==> config.mk <==
export PLATFORM = sky130hd
export DESIGN_NAME = sb_drain_unit
export DESIGN_NICKNAME = d
export VERILOG_FILES = /design/src/rtl/sb_drain_unit_pkg.sv /design/src/rtl/sb_drain_unit.sv
export SDC_FILE = /design/constraint.sdc
export NUM_CORES = 1
export LEC_CHECK = 0
export CORE_AREA = 2 2 125 127
export DETAILED_ROUTE_END_ITERATION = 6
export DIE_AREA = 0 0 127 129
export PLACE_DENSITY_LB_ADDON = 0.08
export SYNTH_ARGS = -nofsm -noshare
export SYNTH_HDL_FRONTEND = slang
export SYNTH_SLANG_ARGS = --single-unit
==> constraint.sdc <==
create_clock -name clk -period 1.9 [get_ports clk]
set_clock_uncertainty 0.15 [all_clocks]
set_input_delay 0.285 -clock clk [delete_from_list [all_inputs] [get_ports clk]]
set_output_delay 0.285 -clock clk [all_outputs]
set_load 0.01 [all_outputs]
==> src/rtl/sb_drain_unit_pkg.sv <==
// ----------------------------------------------------------------------------
// sb_drain_unit_pkg
//   Shared types for the store-buffer drain path.
//   sb_entry_t        : one committed store as popped from the store buffer
//   sb_drain_state_e  : drain FSM state encoding
//   word_align()      : clears the byte-offset bits of a store address
// ----------------------------------------------------------------------------
package sb_drain_unit_pkg;

    typedef struct packed {
        logic [31:0] addr;
        logic [31:0] data;
        logic [3:0]  wstrb;
        logic        valid;
        logic        commit;
    } sb_entry_t;

    typedef enum logic [1:0] {
        SB_DRAIN_IDLE = 2'd0,
        SB_DRAIN_REQ  = 2'd1,
        SB_DRAIN_WAIT = 2'd2
    } sb_drain_state_e;

    localparam int SB_DRAIN_MAX_RETRY_DEF = 2;
    localparam int SB_DRAIN_CNT_W_DEF     = 32;

    function automatic logic [31:0] word_align(input logic [31:0] addr);
        return {addr[31:2], 2'b00};
    endfunction

endpackage

==> src/rtl/sb_drain_unit.sv <==
// ----------------------------------------------------------------------------
// sb_drain_unit
//   Pops committed stores from the store buffer one at a time and writes each
//   to the data-memory write port. The single in-flight store is held in a
//   pend register, reissued on error responses (up to MAX_RETRY times) and
//   exposed to the LSU for address-conflict checks.
//
// Ports
//   clk, rst                 single clock, synchronous active-high reset
//   sb_entry_valid/ready/data  receiver side of the store-buffer handshake
//   mem_req_valid/ready      write request handshake
//   mem_req_addr/data/strb   word-aligned address, write data, byte strobes
//   mem_resp_valid/err       write response and its error flag
//   pend_valid_o/entry_o     held store (valid whenever not IDLE)
//   drain_idle_o             FSM is IDLE
//   err_o                    sticky: a store was dropped after MAX_RETRY
//   drained_cnt_o            count of completed stores (wraps)
// ----------------------------------------------------------------------------
module sb_drain_unit
    import sb_drain_unit_pkg::*;
#(
    parameter int MAX_RETRY = SB_DRAIN_MAX_RETRY_DEF,
    parameter int CNT_W     = SB_DRAIN_CNT_W_DEF
) (
    input  logic             clk,
    input  logic             rst,
    // store-buffer receiver
    input  logic             sb_entry_valid,
    output logic             sb_entry_ready,
    input  sb_entry_t        sb_entry_data,
    // memory write port
    output logic             mem_req_valid,
    input  logic             mem_req_ready,
    output logic [31:0]      mem_req_addr,
    output logic [31:0]      mem_req_data,
    output logic [3:0]       mem_req_strb,
    input  logic             mem_resp_valid,
    input  logic             mem_resp_err,
    // status
    output logic             pend_valid_o,
    output sb_entry_t        pend_entry_o,
    output logic             drain_idle_o,
    output logic             err_o,
    output logic [CNT_W-1:0] drained_cnt_o
);

    localparam int RETRY_W = (MAX_RETRY < 1) ? 1 : $clog2(MAX_RETRY + 1);
    localparam logic [RETRY_W-1:0] RETRY_LIMIT = RETRY_W'(MAX_RETRY);

    sb_drain_state_e    state_q, state_d;
    sb_entry_t          pend_q, pend_d;
    logic [RETRY_W-1:0] retry_cnt_q, retry_cnt_d;
    logic [CNT_W-1:0]   drained_cnt_q, drained_cnt_d;
    logic               err_q, err_d;

    always_ff @(posedge clk) begin
        if (rst) begin
            state_q       <= SB_DRAIN_IDLE;
            pend_q        <= '0;
            retry_cnt_q   <= '0;
            drained_cnt_q <= '0;
            err_q         <= 1'b0;
        end else begin
            state_q       <= state_d;
            pend_q        <= pend_d;
            retry_cnt_q   <= retry_cnt_d;
            drained_cnt_q <= drained_cnt_d;
            err_q         <= err_d;
        end
    end

    always_comb begin
        state_d       = state_q;
        pend_d        = pend_q;
        retry_cnt_d   = retry_cnt_q;
        drained_cnt_d = drained_cnt_q;
        err_d         = err_q;

        case (state_q)
            SB_DRAIN_IDLE: begin
                // ready is 1 in IDLE, so valid alone completes the handshake
                if (sb_entry_valid) begin
                    if (sb_entry_data.wstrb == 4'b0000) begin
                        // nothing to write: retire without touching memory
                        drained_cnt_d = drained_cnt_q + CNT_W'(1);
                    end else begin
                        pend_d      = sb_entry_data;
                        retry_cnt_d = '0;
                        state_d     = SB_DRAIN_REQ;
                    end
                end
            end
            SB_DRAIN_REQ: begin
                if (mem_req_ready) begin
                    state_d = SB_DRAIN_WAIT;
                end
            end
            SB_DRAIN_WAIT: begin
                // responses are only honoured here; one arriving in the
                // ack cycle is a protocol violation and is ignored
                if (mem_resp_valid) begin
                    if (!mem_resp_err) begin
                        drained_cnt_d = drained_cnt_q + CNT_W'(1);
                        pend_d        = '0;
                        state_d       = SB_DRAIN_IDLE;
                    end else if (retry_cnt_q < RETRY_LIMIT) begin
                        retry_cnt_d = retry_cnt_q + RETRY_W'(1);
                        state_d     = SB_DRAIN_REQ;
                    end else begin
                        // retries exhausted: drop the store, flag it
                        err_d   = 1'b1;
                        pend_d  = '0;
                        state_d = SB_DRAIN_IDLE;
                    end
                end
            end
            default: begin
                pend_d  = '0;
                state_d = SB_DRAIN_IDLE;
            end
        endcase
    end

    // All handshake outputs depend only on registered state, so there is no
    // combinational path from the memory port back to the store buffer.
    always_comb begin
        sb_entry_ready = (state_q == SB_DRAIN_IDLE);
        mem_req_valid  = (state_q == SB_DRAIN_REQ);
        mem_req_addr   = '0;
        mem_req_data   = '0;
        mem_req_strb   = '0;
        if (state_q == SB_DRAIN_REQ) begin
            mem_req_addr = word_align(pend_q.addr);
            mem_req_data = pend_q.data;
            mem_req_strb = pend_q.wstrb;
        end
    end

    assign pend_valid_o  = (state_q != SB_DRAIN_IDLE);
    assign pend_entry_o  = pend_q;
    assign drain_idle_o  = (state_q == SB_DRAIN_IDLE);
    assign err_o         = err_q;
    assign drained_cnt_o = drained_cnt_q;

endmodule

# --- After elaboration in Yosys (flattened, before gate mapping) ---
# Cells that the tools add are included.
classes:
  n_eq_ne: 11
  n_addsub: 2
  magnitude_cmp: 1
  reduce_logical: 9
  bitwise: 2
  muxes: 27
op_table:
  columns: ["cell", "count"]
  rows:
  - ["$mux 70", 5]
  - ["$pmux 70 s3", 1]
  - ["$mux 32", 6]
  - ["$pmux 32 s2", 1]
  - ["$add 32x1->32 const B", 1]
  - ["$mux 2", 9]
  - ["$ne 2x2->1 const B", 6]
  - ["$reduce_and 5->1", 2]
  - ["$reduce_and 4->1", 2]
  - ["$pmux 2 s3", 1]
  - ["$reduce_and 6->1", 1]
  - ["$logic_not 4->1", 1]
  - ["$mux 4", 1]
  - ["$ne 2x1->1 const B", 2]
  - ["$pmux 2 s2", 1]
  - ["$reduce_bool 2->1", 2]
  - ["$ne 3x3->1 const B", 1]
  - ["$add 2x1->2 const B", 1]
  - ["$eq 2x1->1 const B", 1]
  - ["$eq 2x2->1 const B", 1]
  - ["$logic_not 2->1", 1]
  - ["$lt 2x2->1 const B", 1]
  - ["$mux 1", 2]
  - ["$not 1->1", 2]
totals:
  input_bits: 76
  reg_bits: 107
  output_inout_bits: 175
  wordCells: 61

# --- Depth between registers and ports, before layout ---
depth:
  ltp_word: 5
  depth_mapped: 8
  ltp_nobuf: 5

# --- Worst setup path before layout ---
# OpenSTA, ideal clock, no wires.
synth_path:
  path_kind: "register to register"
  start: "reg drained_cnt_q[0], in the netlist drained_cnt_o[0]"
  end: "reg drained_cnt_q[24], in the netlist drained_cnt_o[24]"
  n_path_buf: 1
  stages_incl_launch_ff: 7
  t_required_ns: 1.680
  setup_time_ns: 0.070
  period_less_slack_ns: 2.012
  slack_ns: -0.112
  t_arrival_ns: 1.792
  path_cell_list: "dfxtp_1 > ha_1 > and4_1 > nand4_1 > clkbuf_1 > or4_1 > a21oi_1"
synth_via:
  elab_chain_len: 4
  word_cells_on_any_way: 6
  classes_between: "1 x add/sub; 5 x mux"
synth_lines:
  columns: ["element", "line_no", "source"]
  rows:
  - ["from (decl)", "sb_drain_unit.sv:53", "logic [CNT_W-1:0] drained_cnt_q, drained_cnt_d;"]
  - ["from (signal assigned)", "sb_drain_unit.sv:67", "drained_cnt_q <= drained_cnt_d;"]
  - ["$add 32x1->32 (*)", "sb_drain_unit.sv:85, sb_drain_unit.sv:103", null]
  - ["$mux 32 (on tied branches)", "sb_drain_unit.sv:102, sb_drain_unit.sv:83", null]
  - ["$mux 32 (on tied branches)", "sb_drain_unit.sv:101, sb_drain_unit.sv:82", null]
  - ["$pmux 32 s2 (*)", "sb_drain_unit.sv:79", "case (state_q)"]
# Every way passes the cells marked *; elsewhere a longest branch is shown, timed or not. The select of a mux whose other input is x is not followed.
# A chain may end at the register's enable or synchronous reset.

# --- Worst setup path after layout ---
layout_path:
  start: "reg state_q[0]"
  end: "reg pend_q, in the netlist pend_entry_o[32]"
layout_via:
  elab_chain_len: 3
  word_cells_on_any_way: 10
  classes_between: "6 x eq/ne; 1 x mux; 1 x bitwise; 2 x reduce/logical"
layout_lines:
  columns: ["element", "line_no", "source"]
  rows:
  - ["from (decl)", "sb_drain_unit.sv:50", "sb_drain_state_e state_q, state_d;"]
  - ["from (signal assigned)", "sb_drain_unit.sv:64", "state_q <= state_d;"]
  - ["$eq 2x2->1 (tied with other cells)", "sb_drain_unit.sv:79", null]
  - ["$ne 3x3->1 (no source line) (tied with other cells)", null, null]
  - ["$reduce_and 5->1 (no source line)", null, null]
  - ["to (signal assigned)", "sb_drain_unit.sv:65", "pend_q <= pend_d;"]
  - ["to (decl)", "sb_drain_unit.sv:51", "sb_entry_t pend_q, pend_d;"]
# Several ways; a longest one is shown, not always the timed one.

==> impl_results.md <==
- Clk root buf: clkbuf_16
- Crit. End Element: flip-flop
- Post-synth EDFFs: 0
- Buffers on Ports: 248
- Drt first pass iters: 5
- Overall power: 6.66 mW
- Post-Syn Area per Cell: 8.00 um^2
- Die Ht: 129 um
- Dpl cells: 1,149
- Clock-pin slew on the worst setup and hold paths: 0.07 ns
- Initial core utilization: 0.385
- Layout area overhead: 116%
- Routed Antenna Nets: 0
- MaxCap Viol Count: 0
- Routability cong.: 0.832
- Register area share after synthesis: 0.372
- Fin crit period: 2.15 ns
- Cell area after synthesis: 5760 um^2
- Final worst-path cycle share: 1.13
- Max clock buf depth: 2
- P_leak: 5.00 nW
- WS Path Type: reg2reg
- Drt initial violations: 794
- R2R cell count: 10
- Slew of the pin with the lowest slew margin: 0.593 ns
- Failing checks: negative setup slack
- Largest net degree at the start of global routing: 65
- Worst-Skew Late Latency: 0.36 ns
- Critical path fanouts, max: 8
- Via count: 7,827
- Finished Layout Cells: 1,293
- Gr usage total: 0.283
- Commonest non-fill, non-tap cell in the layout: clkdlybuf4s50_1
- Crit path arrival time: 2.27 ns
- CP max-delay cell: or4_1
- Worst EP required: 2.03 ns
- Fmax achieved: 466 MHz
- Hold Crit Class: in2reg
- DR vias/cell: 6.05
- Status: finished, violations left
- # rows: 45
- IO Count: 251
- Hold Fails Final Rpt: 0
- Reg-to-reg startpoint: state_q[0]
- Wire per inst: 23.3 um
- Most frequent CP cell: buf_6
- Count of hold-fix buffers inserted at cts: 0
- Area leader, netlist: dfxtp_1
- Critical Path Source Type: flip-flop
- Setup violators final: 163
- Critical Path Stages: 10
- Vias in the first global route: 7,044
- Core ar.: 15,000 um^2
- Synth top area share: 0.372
- Buf+Inv Stages, Crit Path: 6
- Most frequent cells in the layout: clkdlybuf4s50_1, dfxtp_1, buf_4
- Worst Setup EP: pend_entry_o[32]
- CP cell instances: buf_6 > nor2_4 > buf_6 > buf_6 > buf_6 > buf_12 > clkbuf_16 > nand2_1 > or4_1 > a21oi_1
- Unrepaired setup endpoints after global routing: true
- Post-synthesis cell type count: 41
- Most used DFF post-synth: dfxtp_1
- Peak supply drop: 0.473 mV
- Fin. max-slew vios: 0
- Number of synthesis warnings: 0
- Pwr Density: 534 nW/um^2
- Crit-path leading delay family: buffers and inverters
- R2r setup slk: -0.25 ns
- CTS tree: done
- Final net count: 1,178
- Die ar.: 16,400 um^2
- Die width: 127 um
- Max-Slew Margin vs Limit: 0.604
- CP startpoint: state_q[0]
- DRC viols: 0
- Asr flop ratio synth: 0
- #FFs+latches synth: 107
- GRT Residual Overflow: 0
- Syn Inst Count: 720
- Initial antenna violation count: 1
- Worst Slack Setup Final: -0.247 ns
- Synth area leaders: dfxtp_1, o31ai_1, or4_1
- CTS H-tree lvls: 3
- Ratio of cells with drive above 1 in the final layout: 0.502
- Crit path largest cell delay: 0.44 ns
- First-pass GRT wire length: 36,900 um
- Clock Sinks: 107
- DP HPWL: 13,400 um
- R2R Path End: pend_entry_o[32]
- Wirelength, routed: 30,100 um
- Clock buffer count from CTS: 9
cell families after synthesis:
| family | after synthesis | share of synthesized area |
|---|---|---|
| xor+xnor | 1 | 0.00152 |
| compound gates | 197 | 0.215 |
| mux | 8 | 0.0154 |
| buf+inv | 91 | 0.0693 |
| flops | 107 | 0.372 |
| other cells | 1 | 0.000651 |
| simple gates | 314 | 0.324 |
| fa+ha+maj | 1 | 0.00217 |
Yosys cell counts, types with 2 or more instances:
| master | instances |
|---|---|
| and3_1 | 8 |
| buf_4 | 3 |
| nand2_1 | 81 |
| o31ai_1 | 84 |
| nand3_1 | 6 |
| nor4b_1 | 3 |
| o21ai_0 | 9 |
| a21oi_1 | 98 |
| dfxtp_1 | 107 |
| inv_1 | 2 |
| or3_1 | 10 |
| nor2_1 | 14 |
| or4_1 | 84 |
| nor2b_1 | 9 |
| and2_1 | 69 |
| nand2b_1 | 3 |
| buf_1 | 3 |
| nor3_1 | 2 |
| buf_2 | 31 |
| mux2_2 | 7 |
| nor4_1 | 3 |
| nand4_1 | 13 |
| and4_1 | 4 |
| clkbuf_1 | 50 |
worst min-delay path by stage:
stage | endpoint | startpoint | slack [ns] | cells after the start
after global routing | drained_cnt_o[0] | rst | 0.27 | 2
after CTS | drained_cnt_o[0] | rst | 0.20 | 2
after floorplan | state_q[1] | mem_req_ready | 0.27 | 2
after detailed placement | pend_entry_o[1] | pend_entry_o[1] | 0.31 | 2
after global placement | pend_entry_o[1] | pend_entry_o[1] | 0.30 | 2
final | drained_cnt_o[21] | rst | 0.24 | 2
repair_timing:
item / 4_1_cts / 5_1_grt
cloned: 25 / 20
pin swaps: 102 / 116
endpoints found under the setup margin: 170 / 173
setup buffers: 44 / 48
endpoints found under the hold margin: 0 / 0
resized for setup: 426 / 249
layout make-up:
type	instances	area, um^2
Tap cell	188	235
Clock inverter	3	15.0
Fill cell	784	2520
Multi-Input combinational cell	525	4460
Clock buffer	11	253
Sequential cell	107	2160
Timing Repair Buffer	455	5320
Inverter	3	11.3
Antenna cell	1	2.50
stage by stage:
stage / worst slack [ns] / util / hold slack (ns) / area, um^2 / TNS, ns
4_1_cts: -0.216 / 0.715 / 0.201 / 10700 / -17.25
6_report: -0.247 / 0.831 / 0.238 / 12500 / -22.12
3_3_place_gp: -0.625 / 0.593 / 0.301 / 8880 / -41.46
2_1_floorplan: -0.0250 / - / 0.274 / 5800 / -0.116
5_1_grt: -0.276 / 0.831 / 0.266 / 12500 / -28.84
3_5_place_dp: -0.711 / 0.593 / 0.315 / 8880 / -46.18
registers in the layout, summed over array words and instances, names as in the netlist:
| signal | flops |
|---|---|
| pend_entry_o | 70 |
| state_q | 2 |
| drained_cnt_o | 32 |
| err_o | 1 |
| retry_cnt_q | 2 |
where the power goes:
part | internal [mW] | total, mW | switching (mW)
sequential | 2.36 | 2.48 | 0.125
combinational | 1.32 | 2.32 | 1.00
clock | 0.943 | 1.86 | 0.912
per-layer routing:
layer | track usage | vias up | share of wire
li1 | - | 3437 | -
met3 | 0.0611 | 92 | 0.077
met2 | 0.500 | 472 | 0.50
met1 | 0.343 | 3826 | 0.39
met4 | 0.0970 | 0 | 0.035
met5 | 0 | - | 0
Power figures use the tool's default switching activity.
